===== config.mk =====
export PLATFORM = sky130hd
export DESIGN_NAME = seven_seg_scan_flat
export DESIGN_NICKNAME = d
export VERILOG_FILES = /design/src/rtl/seven_seg_pkg.sv /design/src/rtl/seven_seg_scan_if.sv /design/src/rtl/seven_seg_scan_divider.sv /design/src/rtl/seven_seg_scan.sv /design/src/flat_wrapper.sv
export SDC_FILE = /design/constraint.sdc
export NUM_CORES = 1
export LEC_CHECK = 0
export ABC_AREA = 1
export BUFFER_PORTS_ARGS = -buffer_cell sky130_fd_sc_hd__buf_2
export CAP_MARGIN = 20
export CORE_MARGIN = 5
export CORE_UTILIZATION = 54
export CTS_CLUSTER_DIAMETER = 50
export DETAILED_ROUTE_END_ITERATION = 6
export GPL_TIMING_DRIVEN = 0
export PLACE_DENSITY = 0.77
export SETUP_SLACK_MARGIN = 0.2
export SLEW_MARGIN = 30
export SYNTH_ARGS = -nofsm -noshare
export SYNTH_HDL_FRONTEND = slang
export SYNTH_HIERARCHICAL = 1
export SYNTH_SLANG_ARGS = --single-unit
export TNS_END_PERCENT = 1

===== constraint.sdc =====
create_clock -name clk -period 1.99 [get_ports clk]
set_clock_uncertainty 0.05 [all_clocks]
set_input_delay 0.199 -clock clk [delete_from_list [all_inputs] [get_ports clk]]
set_output_delay 0.199 -clock clk [all_outputs]
set_load 0.01 [all_outputs]

===== src/rtl/seven_seg_pkg.sv =====
// Shared defaults and limits for the multiplexed seven-segment scanner.
package seven_seg_pkg;

  localparam int unsigned DIGIT_W_DEF      = 4;
  localparam int unsigned REFRESH_DIV_DEF  = 48000;
  localparam int unsigned BLANK_CYCLES_DEF = 1000;
  localparam int unsigned MAX_DIGITS       = 8;

endpackage


===== src/rtl/seven_seg_scan_if.sv =====
// Digit data in, scan position and anode/segment drive out.
interface seven_seg_scan_if
  import seven_seg_pkg::*;
#(
  parameter int unsigned NUM_DIGITS = 2,
  parameter int unsigned DIGIT_W    = DIGIT_W_DEF
);

  localparam int unsigned IDX_W = $clog2(NUM_DIGITS);

  logic [NUM_DIGITS*DIGIT_W-1:0] digits_in;
  logic [NUM_DIGITS-1:0]         digit_en;
  logic                          hold;
  logic [DIGIT_W-1:0]            seg_val;
  logic [NUM_DIGITS-1:0]         anode_n;
  logic [IDX_W-1:0]              digit_idx;
  logic                          slot_tick;

  modport master (
    output digits_in, digit_en, hold,
    input  seg_val, anode_n, digit_idx, slot_tick
  );

  modport slave (
    input  digits_in, digit_en, hold,
    output seg_val, anode_n, digit_idx, slot_tick
  );

endinterface


===== src/rtl/seven_seg_scan_divider.sv =====
// Slot counter with hold; slot_end marks the terminal count of a running slot.
// cnt_next is exported only when SEVEN_SEG_SCAN_BLANK_EN is defined.
module scan_divider
  import seven_seg_pkg::*;
#(
  parameter int unsigned REFRESH_DIV = REFRESH_DIV_DEF,
  localparam int unsigned CNT_W      = $clog2(REFRESH_DIV)
) (
  input  logic             clk,
  input  logic             reset,
  input  logic             hold,
  output logic             slot_end
`ifdef SEVEN_SEG_SCAN_BLANK_EN
  ,
  output logic [CNT_W-1:0] cnt_next
`endif
);

  logic [CNT_W-1:0] cnt_q, cnt_d;

  // Hold wins over a coincident terminal count, so the slot never ends while frozen.
  always_comb begin
    slot_end = !hold && (cnt_q == CNT_W'(REFRESH_DIV - 1));
    cnt_d    = cnt_q;
    if (!hold) begin
      cnt_d = slot_end ? '0 : cnt_q + 1'b1;
    end
  end

  always_ff @(posedge clk or negedge reset) begin
    if (!reset) begin
      cnt_q <= '0;
    end else begin
      cnt_q <= cnt_d;
    end
  end

`ifdef SEVEN_SEG_SCAN_BLANK_EN
  assign cnt_next = cnt_d;
`endif

endmodule


===== src/rtl/seven_seg_scan.sv =====
// Time-multiplexed digit scanner: rotates the active digit each slot and drives anodes/value.
// Optional ghosting suppression under SEVEN_SEG_SCAN_BLANK_EN.
module seven_seg_scan
  import seven_seg_pkg::*;
#(
  parameter int unsigned NUM_DIGITS   = 2,
  parameter int unsigned DIGIT_W      = DIGIT_W_DEF,
  parameter int unsigned REFRESH_DIV  = REFRESH_DIV_DEF,
  parameter int unsigned BLANK_CYCLES = BLANK_CYCLES_DEF
) (
  input  logic          clk,
  input  logic          reset,
  seven_seg_scan_if.slave bus
);

  localparam int unsigned IDX_W = $clog2(NUM_DIGITS);
`ifdef SEVEN_SEG_SCAN_BLANK_EN
  localparam bit          BLANK_EN = 1'b1;
  localparam int unsigned CNT_W    = $clog2(REFRESH_DIV);
`else
  localparam bit          BLANK_EN = 1'b0;
`endif

  generate
    if (NUM_DIGITS < 2 || NUM_DIGITS > MAX_DIGITS) begin : g_bad_num_digits
      $fatal(1, "seven_seg_scan: NUM_DIGITS must be 2..%0d", MAX_DIGITS);
    end
    if (DIGIT_W < 1) begin : g_bad_digit_w
      $fatal(1, "seven_seg_scan: DIGIT_W must be >= 1");
    end
    if (REFRESH_DIV < 4) begin : g_bad_refresh_div
      $fatal(1, "seven_seg_scan: REFRESH_DIV must be >= 4");
    end
    if (BLANK_EN && (BLANK_CYCLES < 1 || BLANK_CYCLES >= REFRESH_DIV)) begin : g_bad_blank
      $fatal(1, "seven_seg_scan: BLANK_CYCLES must be 1..REFRESH_DIV-1");
    end
  endgenerate

  logic                  slot_end;
  logic                  blank;
  logic [IDX_W-1:0]      idx_q, idx_d;
  logic                  tick_q;
  logic [DIGIT_W-1:0]    seg_q, seg_d;
  logic [NUM_DIGITS-1:0] anode_q, anode_d;
`ifdef SEVEN_SEG_SCAN_BLANK_EN
  logic [CNT_W-1:0]      cnt_next;
`endif

  scan_divider #(
    .REFRESH_DIV (REFRESH_DIV)
  ) u_div (
    .clk      (clk),
    .reset    (reset),
    .hold     (bus.hold),
    .slot_end (slot_end)
`ifdef SEVEN_SEG_SCAN_BLANK_EN
    ,
    .cnt_next (cnt_next)
`endif
  );

  always_comb begin
    idx_d = idx_q;
    if (slot_end) begin
      idx_d = (idx_q == IDX_W'(NUM_DIGITS - 1)) ? '0 : idx_q + 1'b1;
    end
  end

  // Blank on the count the anode register will be seen alongside, i.e. the next count.
`ifdef SEVEN_SEG_SCAN_BLANK_EN
  assign blank = (cnt_next < CNT_W'(BLANK_CYCLES));
`else
  assign blank = 1'b0;
`endif

  always_comb begin
    seg_d   = '0;
    anode_d = '1;
    for (int k = 0; k < NUM_DIGITS; k++) begin
      if (idx_q == IDX_W'(k)) begin
        seg_d = bus.digits_in[k*DIGIT_W +: DIGIT_W];
        if (bus.digit_en[k] && !blank) begin
          anode_d[k] = 1'b0;
        end
      end
    end
  end

  always_ff @(posedge clk or negedge reset) begin
    if (!reset) begin
      idx_q   <= '0;
      tick_q  <= 1'b0;
      seg_q   <= '0;
      anode_q <= '1;
    end else begin
      idx_q   <= idx_d;
      tick_q  <= slot_end;
      seg_q   <= seg_d;
      anode_q <= anode_d;
    end
  end

  assign bus.digit_idx = idx_q;
  assign bus.slot_tick = tick_q;
  assign bus.seg_val   = seg_q;
  assign bus.anode_n   = anode_q;

endmodule


===== src/flat_wrapper.sv =====
// flat-port wrapper written by rule: the top's interface ports become plain ports
module seven_seg_scan_flat import seven_seg_pkg::*;
#(
  parameter int unsigned NUM_DIGITS   = 2,
  parameter int unsigned DIGIT_W      = DIGIT_W_DEF,
  parameter int unsigned REFRESH_DIV  = REFRESH_DIV_DEF,
  parameter int unsigned BLANK_CYCLES = BLANK_CYCLES_DEF
)
  (clk, reset, bus_digits_in, bus_digit_en, bus_hold, bus_seg_val, bus_anode_n, bus_digit_idx, bus_slot_tick);
  seven_seg_scan_if #(.NUM_DIGITS(NUM_DIGITS), .DIGIT_W(DIGIT_W)) bus_i ();
  input  logic clk;
  input  logic reset;
  input wire logic [$bits(bus_i.digits_in)-1:0] bus_digits_in;
  input wire logic [$bits(bus_i.digit_en)-1:0] bus_digit_en;
  input wire logic [$bits(bus_i.hold)-1:0] bus_hold;
  output wire logic [$bits(bus_i.seg_val)-1:0] bus_seg_val;
  output wire logic [$bits(bus_i.anode_n)-1:0] bus_anode_n;
  output wire logic [$bits(bus_i.digit_idx)-1:0] bus_digit_idx;
  output wire logic [$bits(bus_i.slot_tick)-1:0] bus_slot_tick;
  assign bus_i.digits_in = bus_digits_in;
  assign bus_i.digit_en = bus_digit_en;
  assign bus_i.hold = bus_hold;
  assign bus_seg_val = bus_i.seg_val;
  assign bus_anode_n = bus_i.anode_n;
  assign bus_digit_idx = bus_i.digit_idx;
  assign bus_slot_tick = bus_i.slot_tick;
  seven_seg_scan #(.NUM_DIGITS(NUM_DIGITS), .DIGIT_W(DIGIT_W), .REFRESH_DIV(REFRESH_DIV), .BLANK_CYCLES(BLANK_CYCLES)) u_core (.clk(clk), .reset(reset), .bus(bus_i));
endmodule

==> reports/qor.txt, run 1 <==
CTS Sinks -> 24
FF-to-FF path depth -> 10
Remaining routing DRC violations -> 0
P_leak -> 0.814 nW
Yosys warnings -> 6
Post-synth top area cell -> dfrtp_1
Critical path arrival -> 1.73 ns
Final Hold Viols -> 0
Worst setup margin -> 0.438 ns
Dpl cells -> 212
Pin count of the biggest net entering global routing -> 25
Final setup TNS -> 0 ns
RSZ-0062 raised after global routing -> false
P&R area growth vs syn -> 16.9%
Fin nets -> 206
Setup violators final -> 0
Layout Cells excl Fill -> 219
Hold Crit Depth -> 3
Die area -> 3390 µm²
All-Layer GR Usage -> 0.164
Total CTS buffers -> 3
Power Density -> 1110 nW/µm²
Crit path launch type -> flip-flop
CP Class -> reg -> reg
Most frequent cells in the layout -> nand2_1, nor2_1, dfrtp_1
DPL Wire Length -> 1.80 mm
# Max-Cap Violations -> 0
Fill count -> 188
First-pass GRT wire length -> 4.40 mm
# port buffers -> 19
Fmax -> 644 MHz
Via count -> 1101
CTS tree -> done
Detail Route Antenna Nets -> 0
Worst slew pin tran -> 0.521 ns
Share of post-route cells with drive strength above 1 -> 0.188
CP endpoint kind -> flip-flop
Sequential share of the synthesized area -> 0.480
Grt total ovfl -> 0
Most common cell after layout, fill and taps aside -> nand2_1
Outcome -> finished, final reports clean
Worst skew pair latency -> 0.32 ns
Synth Instances -> 165
Diodes inserted -> 0
Clk buf depth -> 2
Row cnt -> 17
Initial Util -> 0.568
Post-CTS sizing -> 0
Crit-path cells -> ha_1 > nand3_2 > nor2_4 > nand2_4 > inv_2 > nand2_4 > clkinv_2 > inv_1 > nand2_1 > nand2_1
Cell Area, Synth -> 1260 µm²
Net Count, Synth -> 179
Seq cells post-synth -> 24
Slew Viols, Final -> 0
Vias per inst -> 5.03
Synth unique cells -> 21
Setup slack at placement -> 0.443 ns
Synth area leaders -> dfrtp_1, nand2_1, nor2_1
CTS root buffer -> clkbuf_4
Data required, critical path -> 2.17 ns
Post-synth top area share -> 0.438
Core Footprint -> 2210 µm²
Die H -> 58.2 µm
DR WL/cell -> 11.0 µm
# IOs -> 21
Crit-path max cell delay -> 0.42 ns
Die X -> 58.2 µm
WL final -> 2.42 mm
Synthesized area per cell -> 7.61 µm²
DRT iter0 DRCs -> 30
Vias in the first global route -> 1089
Initial antenna violation count -> 0
H-tree depth -> 1
Final min period -> 1.55 ns
Reg clk slew, reported paths -> 0.13 ns
Max-slew headroom -> 0.653
Final worst-path cycle share -> 0.780
Hold WC Path Type -> in -> reg
Detailed Routing Iterations Pass 1 -> 5
CP max-delay cell -> dfrtp_1
Worst-path maximum fanout -> 7
Placer Congestion -> 0.889
Post-CTS setup buffer count -> 0
VDD IR max -> 0.895 mV
kinds of logic after synthesis:
logic type | count (synthesis) | share of synthesized area
flip-flops | 24 | 0.480
AO/OA/AOI/OAI | 4 | 0.0159
multiplexers | 1 | 0.00797
AND/OR/NAND/NOR | 108 | 0.381
buffers and inverters | 22 | 0.0697
adder cells (fa/ha/maj) | 1 | 0.00996
XOR/XNOR | 5 | 0.0349
sequential cells by signal, summed over array words and instances (netlist names):
name and count:
u_core/u_div/cnt_q 16, u_core/bus.seg_val 4, u_core/bus.anode_n 2, u_core/bus.digit_idx 1, u_core/bus.slot_tick 1
worst paths after layout:
path                                         end                  start  slack, ns
setup / recovery            u_core/bus.digit_idx  u_core/u_div/cnt_q[0]       0.44
hold / removal             u_core/bus.seg_val[0]       bus_digits_in[0]       0.01
setup reg to reg            u_core/bus.digit_idx  u_core/u_div/cnt_q[0]       0.44
hold reg to reg            u_core/bus.anode_n[1]   u_core/bus.digit_idx       0.51
max in group asynchronous  u_core/bus.anode_n[1]                  reset       1.21
min in group asynchronous  u_core/u_div/cnt_q[6]                  reset       0.32
per-layer routing:
layer  vias to the layer above  track usage  part of all wire
met1                       508        0.206              0.43
met2                        28        0.281              0.49
met4                         0       0.0596            0.0058
met3                         2       0.0290             0.067
met5                         -            0                 0
li1                        563            -                 -
what timing repair did:
| action | CTS | global route |
|---|---|---|
| endpoints found under the hold margin | 24 | 0 |
| endpoints found under the setup margin | 0 | 0 |
| hold buffers | 3 | 0 |
final cells by class:
cell class	count	area [µm²]	area share
Buffer	1	7.51	0.00511
Clock buffer	3	22.5	0.0153
Clock inverter	1	30.0	0.0204
Inverter	21	80.1	0.0545
Multi-Input combinational cell	119	566	0.385
Sequential cell	24	603	0.411
Tap cell	28	35.0	0.0239
Timing Repair Buffer	22	125	0.0852
where the power goes:
part	total, mW	internal (mW)	switching (mW)
clock	0.352	0.204	0.148
combinational	0.524	0.195	0.329
sequential	0.759	0.612	0.147
total	1.63	1.01	0.624
synthesized netlist by cell type:
cell type,instances
a21oi_1,4
buf_4,1
clkinv_2,1
dfrtp_1,22
dfstp_2,2
ha_1,1
inv_1,17
inv_2,3
mux2i_1,1
nand2_1,55
nand2_4,2
nand3_1,11
nand3_2,1
nand3b_1,1
nand4_1,4
nor2_1,27
nor2_4,1
nor3_1,4
nor3_2,2
xnor2_1,2
xor2_1,3
worst max-delay path, delay by kind of cell (launching register included):
kind                     cells  cell delay (ns)
flip-flops                   1             0.42
buffers and inverters        3             0.22
adder cells (fa/ha/maj)      1             0.22
AND/OR/NAND/NOR              6             0.55
metrics by stage:
| stage | power (mW) | util | hold WS [ns] | cell area (µm²) |
|---|---|---|---|---|
| after floorplan | 1.15 | - | -0.147 | 1260 |
| after global placement | 1.25 | 0.627 | 0.151 | 1390 |
| after detailed placement | 1.27 | 0.627 | 0.153 | 1390 |
| after CTS | 1.63 | 0.664 | 0.00548 | 1470 |
| after global routing | 1.77 | 0.664 | 0.00154 | 1470 |
| final | 1.63 | 0.664 | 0.0148 | 1470 |
(Power assumes the default switching activity.)
==> inputs of run 2 (changes only) <==
==> constraint.sdc (replaced) <==
create_clock -name clk -period 1.5 [get_ports clk]
set_clock_uncertainty 0.05 [all_clocks]
set_input_delay 0.15 -clock clk [delete_from_list [all_inputs] [get_ports clk]]
set_output_delay 0.15 -clock clk [all_outputs]
set_load 0.01 [all_outputs]
==> run 2 against run 1 <==
Cell area up 8.7%. Setup slack got worse by 0.32 ns. Worst hold slack gained 0.16 ns. Global-route usage rose by 1.1 points. Flip-flop and latch count unchanged. Total power rose by 33%.
==> reports/qor.txt, run 2 (same netlist as run 1, synthesis figures left out) <==
DPL Wire Length -> 1.85 mm (+2.6%)
CP endpoint kind -> flip-flop
Comb pwr share -> 0.377 (+0.057)
Fill count -> 165 (-12%)
Hold worst-path end -> u_core/u_div/cnt_q[1]
CTS root buffer -> clkbuf_4
Met3 Use GR -> 0.0312 (+0.00223)
Fmax -> 725 MHz (+12%)
Clock Power Share -> 0.150 (-0.065)
Placer Congestion -> 0.905 (+1.8%)
Max-slew headroom -> 0.663 (+0.0101)
Core Footprint -> 2210 µm² (unchanged)
DR WL/cell -> 11.4 µm (+3.2%)
Area of the multi-input gates -> 586 µm² (+3.5%)
Max reg flops -> 16 (unchanged)
Outcome -> finished, final reports clean
Vias per inst -> 4.92 (-2.1%)
Die X -> 58.2 µm (unchanged)
Pin count of the biggest net entering global routing -> 25 (unchanged)
Clk buf depth -> 2 (unchanged)
Vias in the first global route -> 1098 (+0.83%)
Data required, critical path -> 1.66 ns (-0.51 ns)
Worst slew pin tran -> 0.506 ns (-0.0152 ns)
Switching Fraction -> 0.397 (+0.0153)
Via count -> 1142 (+3.7%)
Share of post-route cells with drive strength above 1 -> 0.221 (+0.0321)
Register name with the most flops -> u_core/u_div/cnt_q
Final min period -> 1.38 ns (-0.172 ns)
CP Class -> reg -> reg
R2r startpoint -> u_core/u_div/cnt_q[1]
Critical path arrival -> 1.54 ns (-0.19 ns)
CP bufs+invs -> 3 (unchanged)
Post-route cell area -> 1600 µm² (+8.7%)
Fin nets -> 219 (+6.3%)
First-pass GRT wire length -> 4.67 mm (+6.1%)
RR Endpoint -> u_core/bus.digit_idx
# Max-Cap Violations -> 0 (unchanged)
# IOs -> 21 (unchanged)
Grt met2 use -> 0.306 (+0.0258)
DP Area -> 1390 µm² (unchanged)
Diodes inserted -> 0 (unchanged)
P_leak -> 0.863 nW (+6.0%)
Final Hold Viols -> 0 (unchanged)
PnR Total Power -> 2.18 mW (+33%)
FF-to-FF path depth -> 10 (unchanged)
Worst-path maximum fanout -> 6 (-1)
Internal reg-to-reg setup slack -> 0.12 ns (-0.32 ns)
CTS Sinks -> 24 (unchanged)
P_sw -> 0.866 mW (+39%)
Power Density -> 1370 nW/µm² (+23%)
Met1 global-route usage -> 0.216 (+0.0104)
Detailed Routing Iterations Pass 1 -> 4 (-1)
Remaining routing DRC violations -> 0 (unchanged)
CP max-delay cell -> dfrtp_1
Most used routing layer -> met2
P&R area growth vs syn -> 27.1%
Initial Util -> 0.568 (unchanged)
WL final -> 2.64 mm (+9.4%)
Sequential share of power -> 0.473 (+0.009)
# port buffers -> 19 (unchanged)
Row cnt -> 17 (unchanged)
RSZ-0062 raised after global routing -> true
Reg clk slew, reported paths -> 0.13 ns (about the same)
Hold WC Path Type -> in -> reg
H-tree depth -> 1 (unchanged)
Most frequent cells in the layout -> nand2_1, nor2_1, dfrtp_1
Initial antenna violation count -> 0 (unchanged)
CTS tree -> done
Crit-path max cell delay -> 0.42 ns (about the same)
All-Layer GR Usage -> 0.175 (+0.0113)
Worst skew pair latency -> 0.30 ns (-0.02 ns)
Die area -> 3390 µm² (unchanged)
Die H -> 58.2 µm (unchanged)
Worst setup margin -> 0.120 ns (-0.318 ns)
Total CTS buffers -> 3 (unchanged)
HP Start -> bus_hold
Hold Crit Depth -> 3 (unchanged)
Grt total ovfl -> 0 (unchanged)
Reg area -> 606 µm² (+0.42%)
Slew Viols, Final -> 0 (unchanged)
Final Hold Slack -> 0.174 ns (+0.160 ns)
Setup violators final -> 0 (unchanged)
Crit path launch type -> flip-flop
Internal power -> 1.31 mW (+30%)
Final worst-path cycle share -> 0.920 (+0.140)
Crit path max-delay family -> simple AND/OR/NAND/NOR gates
VDD IR max -> 1.29 mV (+44%)
DRT iter0 DRCs -> 34 (+13%)
Setup slack at placement -> -0.0661 ns (-0.509 ns)
Crit-path cells -> ha_4 > nand3_4 > nor2_4 > nand2_4 > inv_2 > nand2_4 > clkinv_4 > inv_2 > nand2_1 > nand2_1
Most common cell after layout, fill and taps aside -> nand2_1
Detail Route Antenna Nets -> 0 (unchanged)
[run 2: what timing repair did]
action,CTS,global route
gates cloned,0,0
setup endpoints to repair,16,16
hold endpoints to repair,28,0
hold buffers,11,0
buffers inserted,5,0
pin swaps,3,1
gates resized for setup,4,3
[run 2: metal layers]
layer  wire length, µm  up-vias
met1              1120      518
met2              1330       32
met3               162        4
li1                  -      588
met5                 0        -
met4                36        0
[run 2: worst max path at each step]
stage	cells after the start	endpoint	slack (ns)	start
after global routing	10	u_core/bus.digit_idx	0.05	u_core/u_div/cnt_q[0]
final	10	u_core/bus.digit_idx	0.12	u_core/u_div/cnt_q[1]
after CTS	10	u_core/bus.digit_idx	0.07	u_core/u_div/cnt_q[1]
after global placement	10	u_core/bus.digit_idx	0.0005	u_core/u_div/cnt_q[0]
after detailed placement	10	u_core/bus.digit_idx	-0.07	u_core/u_div/cnt_q[0]
after floorplan	10	u_core/bus.digit_idx	0.12	u_core/u_div/cnt_q[0]
[run 2: power groups by stage]
| stage | Sequential (mW) | Combinational (mW) | Clock (mW) |
|---|---|---|---|
| CTS | 0.999 | 0.803 | 0.346 |
| global route | 1.05 | 0.943 | 0.365 |
| global placement | 1.01 | 0.658 | 0 |
| finish | 1.03 | 0.822 | 0.326 |
| detailed placement | 1.02 | 0.682 | 0 |
| floorplan | 0.973 | 0.553 | 0 |
[run 2: worst register-to-register path, delay by kind of cell (launching register included)]
kind / cells / cell delay (ns)
adder cells (fa/ha/maj): 1 / 0.17
AND/OR/NAND/NOR: 6 / 0.49
flip-flops: 1 / 0.42
buffers and inverters: 3 / 0.18
[run 2: layout make-up]
| cell class | instances | area share |
|---|---|---|
| plain buffers | 1 | 0.00470 |
| repair buffers | 35 | 0.152 |
| inverters | 21 | 0.0525 |
| clock buffers | 4 | 0.0227 |
| well taps | 28 | 0.0219 |
| multi-input cells | 119 | 0.367 |
| flip-flops and latches | 24 | 0.379 |
[run 2: metrics by stage]
| stage | utilization | cells | setup TNS [ns] |
|---|---|---|---|
| global route | 0.722 | 232 | 0 |
| global placement | 0.627 | 212 | 0 |
| detailed placement | 0.627 | 212 | -0.0661 |
| CTS | 0.716 | 232 | 0 |
| floorplan | - | 165 | 0 |
| finish | 0.722 | 232 | 0 |
